### config.mk
export PLATFORM = sky130hd
export DESIGN_NAME = state_flag_bank
export DESIGN_NICKNAME = d
export VERILOG_FILES = /design/src/rtl/state_flag_bank.sv
export SDC_FILE = /design/constraint.sdc
export NUM_CORES = 1
export LEC_CHECK = 0
export CORE_AREA = 10 10 77 79
export CTS_CLUSTER_SIZE = 30
export DETAILED_ROUTE_END_ITERATION = 7
export DIE_AREA = 0 0 87 89
export SETUP_SLACK_MARGIN = 0.1
export SLEW_MARGIN = 0
export SYNTH_ARGS = -nofsm -noshare
export SYNTH_HDL_FRONTEND = slang
export SYNTH_SLANG_ARGS = --single-unit
export TNS_END_PERCENT = 30
### constraint.sdc
create_clock -name clk -period 1.8 [get_ports clk]
set_input_delay 0.18 -clock clk [delete_from_list [all_inputs] [get_ports clk]]
set_output_delay 0.18 -clock clk [all_outputs]
set_load 0.005 [all_outputs]
### src/rtl/state_flag_bank.sv
// Bank of sticky event flags with saturating occurrence counters,
// first-event capture and any/all summaries for controller polling.
module state_flag_bank #(
  parameter int N_CH = 4,
  parameter int CNT_W = 4,
  parameter int EDGE_MODE = 1,
  localparam int IDX_W = (N_CH > 1) ? $clog2(N_CH) : 1
) (
  input  logic                    clk,
  input  logic                    reset_n,
  input  logic [N_CH-1:0]         set_in,
  input  logic [N_CH-1:0]         clr,
  input  logic                    clr_all,
  output logic [N_CH-1:0]         flags,
  output logic [N_CH*CNT_W-1:0]   count,
  output logic                    any_set,
  output logic                    all_set,
  output logic                    first_vld,
  output logic [IDX_W-1:0]        first_idx
);

  logic [N_CH-1:0]  set_q;
  logic [N_CH-1:0]  ev;
  logic [N_CH-1:0]  acc;
  logic [IDX_W-1:0] lo_idx;

  always_ff @(posedge clk or negedge reset_n) begin
    if (!reset_n) begin
      set_q <= '0;
    end else begin
      set_q <= set_in;
    end
  end

  assign ev = (EDGE_MODE != 0) ? (set_in & ~set_q) : set_in;

  // A clear on the same channel discards that cycle's event entirely.
  assign acc = clr_all ? '0 : (ev & ~clr);

  always_comb begin
    lo_idx = '0;
    for (int i = N_CH - 1; i >= 0; i--) begin
      if (acc[i]) begin
        lo_idx = IDX_W'(i);
      end
    end
  end

  always_ff @(posedge clk or negedge reset_n) begin
    if (!reset_n) begin
      flags     <= '0;
      first_vld <= 1'b0;
      first_idx <= '0;
    end else if (clr_all) begin
      flags     <= '0;
      first_vld <= 1'b0;
      first_idx <= '0;
    end else begin
      flags <= (flags & ~clr) | acc;
      if (!first_vld && (|acc)) begin
        first_vld <= 1'b1;
        first_idx <= lo_idx;
      end
    end
  end

  for (genvar g = 0; g < N_CH; g++) begin : g_ch
    logic [CNT_W-1:0] cnt;

    always_ff @(posedge clk or negedge reset_n) begin
      if (!reset_n) begin
        cnt <= '0;
      end else if (clr_all || clr[g]) begin
        cnt <= '0;
      end else if (acc[g] && (cnt != '1)) begin
        cnt <= cnt + CNT_W'(1);
      end
    end

    assign count[g*CNT_W +: CNT_W] = cnt;
  end

  assign any_set = |flags;
  assign all_set = &flags;

endmodule

Word-level counts from Yosys, hierarchy flattened
Cells that the tools add are included.
{"block": "classes", "addsub": 4, "mul": 0, "div": 0, "n_lt_le_gt_ge": 0, "eq_ne": 4, "shift": 0, "n_mux": 18, "bitwise": 6, "reduce_logical": 18}
{"cell": "4-bit 2-to-1 mux", "count": 10}
{"cell": "4-bit by 1-bit adder with 4-bit output, second input constant", "count": 4}
{"cell": "4-bit != test, second input constant", "count": 4}
{"cell": "4-bit AND", "count": 3}
{"cell": "2-bit 2-to-1 mux", "count": 6}
{"cell": "2-bit nonzero test", "count": 5}
{"cell": "4-bit NOT", "count": 2}
{"cell": "4-bit OR reduction", "count": 2}
{"cell": "1-bit logical AND", "count": 5}
{"cell": "1-bit logical OR", "count": 4}
{"cell": "4-bit bitwise OR", "count": 1}
{"cell": "4-bit AND reduction", "count": 1}
{"cell": "1-bit 2-to-1 mux", "count": 2}
{"cell": "1-bit zero test", "count": 1}
{"block": "word_totals", "reg_bits": 27, "latchBits": 0, "ram_bits": 0, "rom_bits": 0, "inputBits": 11, "out_inout_bits": 25, "word_cells": 58, "memories": 0}

Logic depth before layout (Yosys ltp)
Gate-level depths: netlist of the first run.
{"block": "depth", "ltp_word": 10, "mapped_depth": 5, "ltp_nobuf": 4}

Worst setup path after synthesis of the first run
OpenSTA, ideal clock, no wires.
{"block": "synth_path", "path_kind": "reg-to-reg", "from": "reg set_q[1]", "to": "reg g_ch[1].cnt[0]", "t_arrival_ps": 1447, "required_ps": 1723, "path_slack_ps": 276, "stages_incl_launch_ff": 5, "n_path_buf": 1, "cell_sequence": "dfrtp_1 > or4b_1 > clkbuf_2 > or3_1 > a21oi_1"}
{"block": "synth_via", "elab_chain_len": 6}
{"element": "from (decl)", "line": "22", "source": "logic [N_CH-1:0] set_q;"}
{"element": "from (signal assigned)", "line": "31", "source": "set_q <= set_in;"}
{"element": "4-bit NOT", "line": "35", "source": "assign ev = (EDGE_MODE != 0) ? (set_in & ~set_q) : set_in;"}
{"element": "4-bit AND", "line": "35"}
{"element": "4-bit AND", "line": "38", "source": "assign acc = clr_all ? '0 : (ev & ~clr);"}
{"element": "4-bit 2-to-1 mux", "line": "38"}
{"element": "1-bit logical AND", "line": "75", "source": "end else if (acc[g] && (cnt != '1)) begin"}
{"element": "2-bit nonzero test (no source line)"}
{"element": "to (signal assigned)", "line": "76", "source": "cnt <= cnt + CNT_W'(1);"}
{"element": "to (decl)", "line": "68", "source": "logic [CNT_W-1:0] cnt;"}
Every way passes these cells.
A chain may end at the register's enable or synchronous reset.

Worst setup path after layout of the first run
{"block": "layout_path", "from": "in clr_all", "to": "reg g_ch[1].cnt[0]"}
{"block": "layout_via", "elab_chain_len": 3, "elab_cells_between_ends": 5}
{"element": "from (decl)", "line": "13", "source": "input logic clr_all,"}
{"element": "4-bit 2-to-1 mux", "line": "38"}
{"element": "1-bit logical AND", "line": "75"}
{"element": "2-bit nonzero test (no source line)"}
Parallel ways exist; a longest one is shown, timed or not.

==> results of run 1 <==
-- state kept, by name (all words and copies together), names as in the netlist --
name	count
flags	4
first_vld	1
first_idx	2
g_ch.cnt	16
set_q	4
-- logic make-up (layout without fill, tap and decap cells) --
logic type                 after synthesis  after routing  share of synthesized area
DFF                                     27             27                     0.5177
muxes                                    5              5                    0.03835
and+or+nand+nor                         57             57                     0.2742
buffers and inverters                    7             62                    0.02780
adders and majority gates                4              4                    0.03835
AOI/OAI and AO/OA                       25             25                     0.1036
-- cell usage in the layout, fill, tap and decap left out, drive strengths merged, types with 2 or more instances in the layout --
master and count:
buf 20, clkbuf 4, or3 4, or2 3
o22a 2, clkdlybuf4s50 34, or4b 3, nand3b 3
nand2 10, and3 4, inv 3, nor2b 2
and4 2, nor4b 4, nor2 4, nor3 6
dfrtp 27, a21oi 14, nand3 5, o21ai 8
mux2i 5, and4b 3, nor4 2, ha 4
-- layer usage --
layer,vias up,global-route usage,wire (um)
li1,572,-,-
met1,587,0.08396,1287
met2,20,0.1726,1873
met3,4,0.03099,211
met4,0,0.02356,40
met5,-,0,0
-- power by group --
group / leakage (nW) / internal [mW] / switching, mW / total, mW
combinational: 0.463 / 0.0812 / 0.0602 / 0.141
clock: 0.0228 / 0.158 / 0.175 / 0.333
sequential: 0.364 / 0.622 / 0.0124 / 0.634
-- critical path, stage by stage --
cell                              delay (ps)
sky130_fd_sc_hd__clkdlybuf4s50_1         530
sky130_fd_sc_hd__or4b_1                  650
sky130_fd_sc_hd__or3_1                   370
sky130_fd_sc_hd__a21oi_1                 140
-- worst paths after layout --
check,endpoint,startpoint,slack (ps)
min,set_q[0]$_DFF_PN0_,reset_n,280
min reg2reg,g_ch[2].cnt[3]$_DFFE_PN0P_,g_ch[2].cnt[3]$_DFFE_PN0P_,520
max reg2reg,g_ch[3].cnt[3]$_DFFE_PN0P_,set_q[3]$_DFF_PN0_,240
max,g_ch[1].cnt[0]$_DFFE_PN0P_,clr_all,120
min in group clk,set_q[0]$_DFF_PN0_,set_in[0],380
max in group asynchronous,g_ch[1].cnt[0]$_DFFE_PN0P_,reset_n,1270
-- timing repair --
| action | CTS | global route |
|---|---|---|
| endpoints found under the setup margin | 1 | 8 |
| resized for setup | 1 | 1 |
| buffers inserted | 2 | 0 |
-- final cells by class --
type	instances	area [um^2]	area share
Sequential cell	27	675.6	0.3560
Multi-Input combinational cell	91	599.3	0.3158
Timing Repair Buffer	55	499.2	0.2630
Tap cell	54	67.56	0.03560
Clock buffer	4	45.04	0.02373
Inverter	3	11.26	0.005933
==> flow_summary.html, run 1 <==
<table>
<tr><th>Metric</th><th>Value</th></tr>
<tr><th colspan="2">Clock tree</th></tr>
<tr><td>Count of hold-fix buffers inserted at cts</td><td>0</td></tr>
<tr><td>Number of buffers between clock root and the deepest sink</td><td>2</td></tr>
<tr><td>Cell at the root of the clock tree</td><td>sky130_fd_sc_hd__clkbuf_8</td></tr>
<tr><td>TritonCTS clock tree</td><td>done</td></tr>
<tr><td>Clock latency on the worst-skew pair</td><td>260 ps</td></tr>
<tr><td>Clock Sink Count</td><td>27</td></tr>
<tr><td>Number of levels in the clock H-tree</td><td>1</td></tr>
<tr><td>Clock buffers created by TritonCTS</td><td>3</td></tr>
<tr><td>Clock-pin slew on the worst setup and hold paths</td><td>90 ps</td></tr>
<tr><th colspan="2">Critical path</th></tr>
<tr><td>Setup Crit Path Kind</td><td>primary input to register</td></tr>
<tr><td>CP Max Fanout</td><td>7</td></tr>
<tr><td>Sort of element at the start of the critical path</td><td>primary input</td></tr>
<tr><td>Cells on worst reg2reg path</td><td>3</td></tr>
<tr><td>Required time of the worst setup path</td><td>1990 ps</td></tr>
<tr><td>Crit path arrival time</td><td>1870 ps</td></tr>
<tr><td>Category of the worst setup path capture point</td><td>register</td></tr>
<tr><th colspan="2">Logic synthesis</th></tr>
<tr><td>Biggest area consumer among synthesized cells</td><td>sky130_fd_sc_hd__dfrtp_1</td></tr>
<tr><td>Most numerous cell in the Yosys netlist</td><td>sky130_fd_sc_hd__dfrtp_1</td></tr>
<tr><td>Ys Warns</td><td>0</td></tr>
<tr><td>Post-synthesis async set-or-reset flop share</td><td>1.000</td></tr>
<tr><td>Number of enable flip-flop cells after synthesis</td><td>0</td></tr>
<tr><td>Sequential area share after synthesis</td><td>0.5177</td></tr>
<tr><td>Leading post-synthesis cells by cell area</td><td>sky130_fd_sc_hd__dfrtp_1 52%, sky130_fd_sc_hd__a21oi_1 5.4%, sky130_fd_sc_hd__ha_1 3.8%, sky130_fd_sc_hd__mux2i_1 3.8%, sky130_fd_sc_hd__o21ai_0 3.1%</td></tr>
<tr><td>Synthesized instance count</td><td>125</td></tr>
<tr><td>Most used flip-flop cell after synthesis</td><td>sky130_fd_sc_hd__dfrtp_1</td></tr>
<tr><td>Cell types with the highest counts after synthesis</td><td>27 x sky130_fd_sc_hd__dfrtp_1, 14 x sky130_fd_sc_hd__a21oi_1, 10 x sky130_fd_sc_hd__nand2_1</td></tr>
<tr><td>Count of cell types in the netlist</td><td>28</td></tr>
<tr><td>Post-Synthesis Net Count</td><td>140</td></tr>
<tr><td>Yosys top cell area share</td><td>0.5177</td></tr>
<tr><td>Mean cell area of the mapped netlist</td><td>10.44 um^2</td></tr>
<tr><td>Synthesized area</td><td>1305 um^2</td></tr>
<tr><td>Number of storage elements in the synthesis netlist</td><td>27</td></tr>
<tr><th colspan="2">Global route</th></tr>
<tr><td>First-pass GRT wire length</td><td>5.602 mm</td></tr>
<tr><td>Total global routing overflow</td><td>0</td></tr>
<tr><td>GRT Total Usage</td><td>0.08808</td></tr>
<tr><td>Vias in the first global route</td><td>1298</td></tr>
<tr><td>Number of antenna violations at the first check in global routing</td><td>0</td></tr>
<tr><td>Largest net degree at the start of global routing</td><td>28</td></tr>
<tr><th colspan="2">Floorplanning</th></tr>
<tr><td>Top Ports</td><td>36</td></tr>
<tr><td>Effective utilization at floorplan</td><td>0.2877</td></tr>
<tr><td>Die ar.</td><td>7743 um^2</td></tr>
<tr><td>Vertical die dimension</td><td>89 um</td></tr>
<tr><td>Core area</td><td>4536 um^2</td></tr>
<tr><td>Die extent in x</td><td>87 um</td></tr>
<tr><td>Count of standard-cell rows</td><td>25</td></tr>
<tr><th colspan="2">STA</th></tr>
<tr><td>Fin Clk Skew</td><td>3.279 ps</td></tr>
<tr><td>Total negative slack</td><td>0 ps</td></tr>
<tr><td>Top achievable clock speed</td><td>595.7 MHz</td></tr>
<tr><td>Worst slew margin</td><td>0.7499</td></tr>
<tr><td>Total count of max-transition violations in the final report</td><td>0</td></tr>
<tr><td>Transition time at the pin with the least slew margin</td><td>370.0 ps</td></tr>
<tr><td>Worst hold slack</td><td>275.1 ps</td></tr>
<tr><td>Setup violations, final</td><td>0</td></tr>
<tr><td>Final critical path time including I/O delays and setup</td><td>1679 ps</td></tr>
<tr><td>Crit path setup slack, layout</td><td>121.4 ps</td></tr>
<tr><td>Portion of the clock cycle consumed by the worst path in the final layout</td><td>0.9326</td></tr>
<tr><td>Number of hold violations in the final report</td><td>0</td></tr>
<tr><td>RSZ-0062 raised after global routing</td><td>true</td></tr>
<tr><th colspan="2">Finish</th></tr>
<tr><td>NumNets Final</td><td>196</td></tr>
<tr><td>Finished Layout Cells</td><td>234</td></tr>
<tr><td>Fraction of final layout cells sized beyond drive strength 1</td><td>0.1556</td></tr>
<tr><td>Final Cell Area</td><td>1898 um^2</td></tr>
<tr><td>Util after Layout</td><td>0.4185</td></tr>
<tr><td>Final antenna diode count</td><td>0</td></tr>
<tr><td>Filler Cell Count</td><td>421</td></tr>
<tr><td>Area growth from synthesis to layout</td><td>45.45%</td></tr>
<tr><th colspan="2">Drt</th></tr>
<tr><td>Total Routed Length</td><td>3.413 mm</td></tr>
<tr><td>Total number of vias</td><td>1183</td></tr>
<tr><td>Post-detailed-route count of antenna-violating nets</td><td>0</td></tr>
<tr><td>Initial drt markers</td><td>41</td></tr>
<tr><td>Detailed Routing Iterations Pass 1</td><td>4</td></tr>
<tr><td>Average detailed-routed wire length per instance</td><td>14.59 um</td></tr>
<tr><td>Final routed DRC violation total</td><td>0</td></tr>
<tr><td>Via-to-Cell Ratio</td><td>5.056</td></tr>
<tr><th colspan="2">Place</th></tr>
<tr><td>HPWL reported at the end of detailed placement</td><td>2.774 mm</td></tr>
<tr><td>Placed insts</td><td>228</td></tr>
<tr><td>Post-place setup slack</td><td>-168.8 ps</td></tr>
<tr><td>Placer congestion estimate</td><td>0.7741</td></tr>
<tr><td># port buffers</td><td>35</td></tr>
<tr><td>Placed Area</td><td>1833 um^2</td></tr>
<tr><th colspan="2">Worst hold path</th></tr>
<tr><td>Min-Delay Path Class</td><td>primary input to async pin</td></tr>
<tr><th colspan="2">Run</th></tr>
<tr><td># Max-Cap Violations</td><td>0</td></tr>
<tr><th colspan="2">Power and ir drop</th></tr>
<tr><td>Final Total Pwr</td><td>1.108 mW</td></tr>
<tr><td>Lkg Pwr</td><td>0.8497 nW</td></tr>
<tr><td>Power Dens Cells</td><td>584.0 nW/um^2</td></tr>
<tr><td>Maximum vdd drop</td><td>319.9 uV</td></tr>
<tr><th colspan="2">Outcome</th></tr>
<tr><td>Run status</td><td>finished, final reports clean</td></tr>
</table>
Note: power is estimated with default switching activity, not from simulation.
==> inputs of run 2 (changes only) <==
- CORE_AREA: 10 10 77 79 -> 2 2 69 71
- DIE_AREA: 0 0 87 89 -> 0 0 71 73
==> flow_summary.html, run 2 (synthesis results as in run 1) <==
<table>
<tr><th>Metric</th><th>Value</th></tr>
<tr><th colspan="2">Finish</th></tr>
<tr><td>Final Cell Area</td><td>1902 um^2 (was 1898 um^2)</td></tr>
<tr><td>Filler Cell Count</td><td>432 (was 421)</td></tr>
<tr><td>Largest register by flop count</td><td>g_ch.cnt (unchanged)</td></tr>
<tr><td>NumNets Final</td><td>196 (unchanged)</td></tr>
<tr><td>Fraction of final layout cells sized beyond drive strength 1</td><td>0.1611 (was 0.1556)</td></tr>
<tr><td>Area growth from synthesis to layout</td><td>45.73% (was 45.45%)</td></tr>
<tr><td>Max reg flops</td><td>16 (unchanged)</td></tr>
<tr><td>Final antenna diode count</td><td>0 (unchanged)</td></tr>
<tr><td>Most frequent cells in the layout</td><td>34 x sky130_fd_sc_hd__clkdlybuf4s50_1, 27 x sky130_fd_sc_hd__dfrtp_1, 20 x sky130_fd_sc_hd__buf_4, 14 x sky130_fd_sc_hd__a21oi_1, 10 x sky130_fd_sc_hd__nand2_1 (unchanged)</td></tr>
<tr><td>Biggest registers after layout</td><td>g_ch.cnt (16), flags (4), set_q (4) (unchanged)</td></tr>
<tr><td>Commonest non-fill, non-tap cell in the layout</td><td>sky130_fd_sc_hd__clkdlybuf4s50_1 (unchanged)</td></tr>
<tr><th colspan="2">STA</th></tr>
<tr><td>Setup violations, final</td><td>0 (unchanged)</td></tr>
<tr><td>Number of hold violations in the final report</td><td>0 (unchanged)</td></tr>
<tr><td>Transition time at the pin with the least slew margin</td><td>441.9 ps (was 370.0 ps)</td></tr>
<tr><td>Top achievable clock speed</td><td>596.2 MHz (was 595.7 MHz)</td></tr>
<tr><td>Worst hold slack</td><td>264.9 ps (was 275.1 ps)</td></tr>
<tr><td>Total count of max-transition violations in the final report</td><td>0 (unchanged)</td></tr>
<tr><td>Portion of the clock cycle consumed by the worst path in the final layout</td><td>0.9318 (was 0.9326)</td></tr>
<tr><td>RSZ-0062 raised after global routing</td><td>true (unchanged)</td></tr>
<tr><td>Fin Clk Skew</td><td>4.449 ps (was 3.279 ps)</td></tr>
<tr><td>Worst slew margin</td><td>0.7012 (was 0.7499)</td></tr>
<tr><td>Final critical path time including I/O delays and setup</td><td>1677 ps (was 1679 ps)</td></tr>
<tr><th colspan="2">Clock tree</th></tr>
<tr><td>Number of levels in the clock H-tree</td><td>1 (unchanged)</td></tr>
<tr><td>Clock buffers created by TritonCTS</td><td>3 (unchanged)</td></tr>
<tr><td>Number of buffers between clock root and the deepest sink</td><td>2 (unchanged)</td></tr>
<tr><td>Cell at the root of the clock tree</td><td>sky130_fd_sc_hd__clkbuf_8 (unchanged)</td></tr>
<tr><td>Clock Sink Count</td><td>27 (unchanged)</td></tr>
<tr><td>Count of hold-fix buffers inserted at cts</td><td>0 (unchanged)</td></tr>
<tr><td>Clock latency on the worst-skew pair</td><td>270 ps (was 260 ps)</td></tr>
<tr><td>Clock-pin slew on the worst setup and hold paths</td><td>100 ps (was 90 ps)</td></tr>
<tr><td>TritonCTS clock tree</td><td>done (unchanged)</td></tr>
<tr><th colspan="2">Floorplanning</th></tr>
<tr><td>Effective utilization at floorplan</td><td>0.2877 (unchanged)</td></tr>
<tr><td>Top Ports</td><td>36 (unchanged)</td></tr>
<tr><td>Die ar.</td><td>5183 um^2 (was 7743 um^2)</td></tr>
<tr><td>Count of standard-cell rows</td><td>25 (unchanged)</td></tr>
<tr><td>Core area</td><td>4536 um^2 (unchanged)</td></tr>
<tr><td>Die extent in x</td><td>71 um (was 87 um)</td></tr>
<tr><td>Vertical die dimension</td><td>73 um (was 89 um)</td></tr>
<tr><th colspan="2">Power and ir drop</th></tr>
<tr><td>Sequential share of power</td><td>0.560 (was 0.572)</td></tr>
<tr><td>Final Total Pwr</td><td>1.132 mW (was 1.108 mW)</td></tr>
<tr><td>Internal power</td><td>0.8598 mW (was 0.8612 mW)</td></tr>
<tr><td>Clock group share of total power</td><td>0.316 (was 0.300)</td></tr>
<tr><td>Switching portion of total power</td><td>0.2405 (was 0.2231)</td></tr>
<tr><td>Maximum vdd drop</td><td>243.9 uV (was 319.9 uV)</td></tr>
<tr><td>Combinational cell fraction of total power</td><td>0.124 (was 0.128)</td></tr>
<tr><td>Power Dens Cells</td><td>595.2 nW/um^2 (was 584.0 nW/um^2)</td></tr>
<tr><td>Lkg Pwr</td><td>0.8481 nW (was 0.8497 nW)</td></tr>
<tr><td>Switching power</td><td>0.2722 mW (was 0.2472 mW)</td></tr>
<tr><th colspan="2">Global route</th></tr>
<tr><td>Global routing usage on met1</td><td>0.1584 (was 0.08396)</td></tr>
<tr><td>Total global routing overflow</td><td>0 (unchanged)</td></tr>
<tr><td>Largest net degree at the start of global routing</td><td>28 (unchanged)</td></tr>
<tr><td>Busiest layer in global routing</td><td>met2 (unchanged)</td></tr>
<tr><td>First-pass GRT wire length</td><td>5.237 mm (was 5.602 mm)</td></tr>
<tr><td>Number of antenna violations at the first check in global routing</td><td>0 (unchanged)</td></tr>
<tr><td>GRT Total Usage</td><td>0.1281 (was 0.08808)</td></tr>
<tr><td>Met2 layer usage reported by global route</td><td>0.2305 (was 0.1726)</td></tr>
<tr><td>Vias in the first global route</td><td>1143 (was 1298)</td></tr>
<tr><td>Met3 usage in global routing</td><td>0.01657 (was 0.03099)</td></tr>
<tr><th colspan="2">Critical path</th></tr>
<tr><td>Crit-path slowest cell</td><td>sky130_fd_sc_hd__or4b_1 (unchanged)</td></tr>
<tr><td>Category of the worst setup path capture point</td><td>register (unchanged)</td></tr>
<tr><td>Top Family by Delay on Critical Path</td><td>simple AND/OR/NAND/NOR gates (unchanged)</td></tr>
<tr><td>Crit path arrival time</td><td>1880 ps (was 1870 ps)</td></tr>
<tr><td>Largest incremental delay on the critical path</td><td>640 ps (was 650 ps)</td></tr>
<tr><td>Buffers &amp; Inverters on Critical Path</td><td>1 (unchanged)</td></tr>
<tr><td>Sort of element at the start of the critical path</td><td>primary input (unchanged)</td></tr>
<tr><td>Setup Crit Path Kind</td><td>primary input to register (unchanged)</td></tr>
<tr><td>Required time of the worst setup path</td><td>2000 ps (was 1990 ps)</td></tr>
<tr><td>Critical path, cell by cell</td><td>clkdlybuf4s50_1, or4b_1, or3_1, a21oi_1 (unchanged)</td></tr>
<tr><td>CP Max Fanout</td><td>7 (unchanged)</td></tr>
<tr><th colspan="2">Drt</th></tr>
<tr><td>Final routed DRC violation total</td><td>0 (unchanged)</td></tr>
<tr><td>Detailed Routing Iterations Pass 1</td><td>4 (unchanged)</td></tr>
<tr><td>Total Routed Length</td><td>3.284 mm (was 3.413 mm)</td></tr>
<tr><td>Via-to-Cell Ratio</td><td>5.043 (was 5.056)</td></tr>
<tr><td>Average detailed-routed wire length per instance</td><td>14.03 um (was 14.59 um)</td></tr>
<tr><td>Post-detailed-route count of antenna-violating nets</td><td>0 (unchanged)</td></tr>
<tr><td>Total number of vias</td><td>1180 (was 1183)</td></tr>
<tr><td>Initial drt markers</td><td>52 (was 41)</td></tr>
<tr><th colspan="2">Place</th></tr>
<tr><td>Placed Area</td><td>1833 um^2 (unchanged)</td></tr>
<tr><td>HPWL reported at the end of detailed placement</td><td>2.526 mm (was 2.774 mm)</td></tr>
<tr><td># port buffers</td><td>35 (unchanged)</td></tr>
<tr><td>Placer congestion estimate</td><td>0.7467 (was 0.7741)</td></tr>
<tr><th colspan="2">Outcome</th></tr>
<tr><td>Run status</td><td>finished, final reports clean (unchanged)</td></tr>
<tr><th colspan="2">Worst hold path</th></tr>
<tr><td>Min-Delay Path Class</td><td>primary input to async pin (unchanged)</td></tr>
<tr><th colspan="2">Run</th></tr>
<tr><td># Max-Cap Violations</td><td>0 (unchanged)</td></tr>
</table>
==> run 2: final cells by class <==
class	instances	area, um^2	share of cell area
Sequential cell	27	675.6	0.3553
Multi-Input combinational cell	91	599.3	0.3151
Timing Repair Buffer	55	499.2	0.2625
Tap cell	54	67.56	0.03553
Clock buffer	3	41.29	0.02171
Inverter	3	11.26	0.005921
Clock inverter	1	7.507	0.003947
==> run 2: metrics by stage <==
stage	setup TNS (ps)	worst slack [ps]	utilization	instances
after global routing	0	19.85	0.4193	234
after detailed placement	-1868	-208.9	0.4041	228
after CTS	0	69.18	0.4179	234
final	0	122.7	0.4193	234
after floorplan	0	275.5	-	125
after global placement	-1080	-126.7	0.4041	228
==> run 2: path summary, 6_finish.rpt <==
kind	cells past startpoint	slack [ps]	from	endpoint
max in group asynchronous	2	1270	reset_n	g_ch[2].cnt[2]$_DFFE_PN0P_
max reg2reg	3	220	set_q[3]$_DFF_PN0_	g_ch[3].cnt[0]$_DFFE_PN0P_
min	2	260	reset_n	g_ch[0].cnt[2]$_DFFE_PN0P_
min in group clk	1	360	set_in[0]	set_q[0]$_DFF_PN0_
min reg2reg	1	530	g_ch[2].cnt[3]$_DFFE_PN0P_	g_ch[2].cnt[3]$_DFFE_PN0P_
max	4	120	clr_all	g_ch[1].cnt[0]$_DFFE_PN0P_
==> run 2: timing repair <==
action / in CTS / in global routing
setup endpoints to repair: 4 / 8
gates resized for setup: 1 / 1
setup buffers: 2 / 0
==> run 2: layer usage <==
layer,routed length (um),vias to the layer above,share of wire
met3,94,2,0.029
li1,-,570,-
met2,1741,22,0.53
met5,0,-,0
met1,1429,586,0.44
met4,19,0,0.0058
==> run 2: power by group through the flow <==
stage,sequential (mW),clock (mW),combinational [mW]
after detailed placement,0.647,0,0.140
after floorplan,0.646,0,0.0433
after CTS,0.635,0.369,0.143
after global routing,0.636,0.391,0.154
after global placement,0.646,0,0.139
final,0.634,0.358,0.140
==> inputs of run 3 (changes only) <==
- CTS_CLUSTER_DIAMETER: not set -> 40
==> results of run 3 <==
No change in the layout: final DEF, timing and power equal those of run 2.
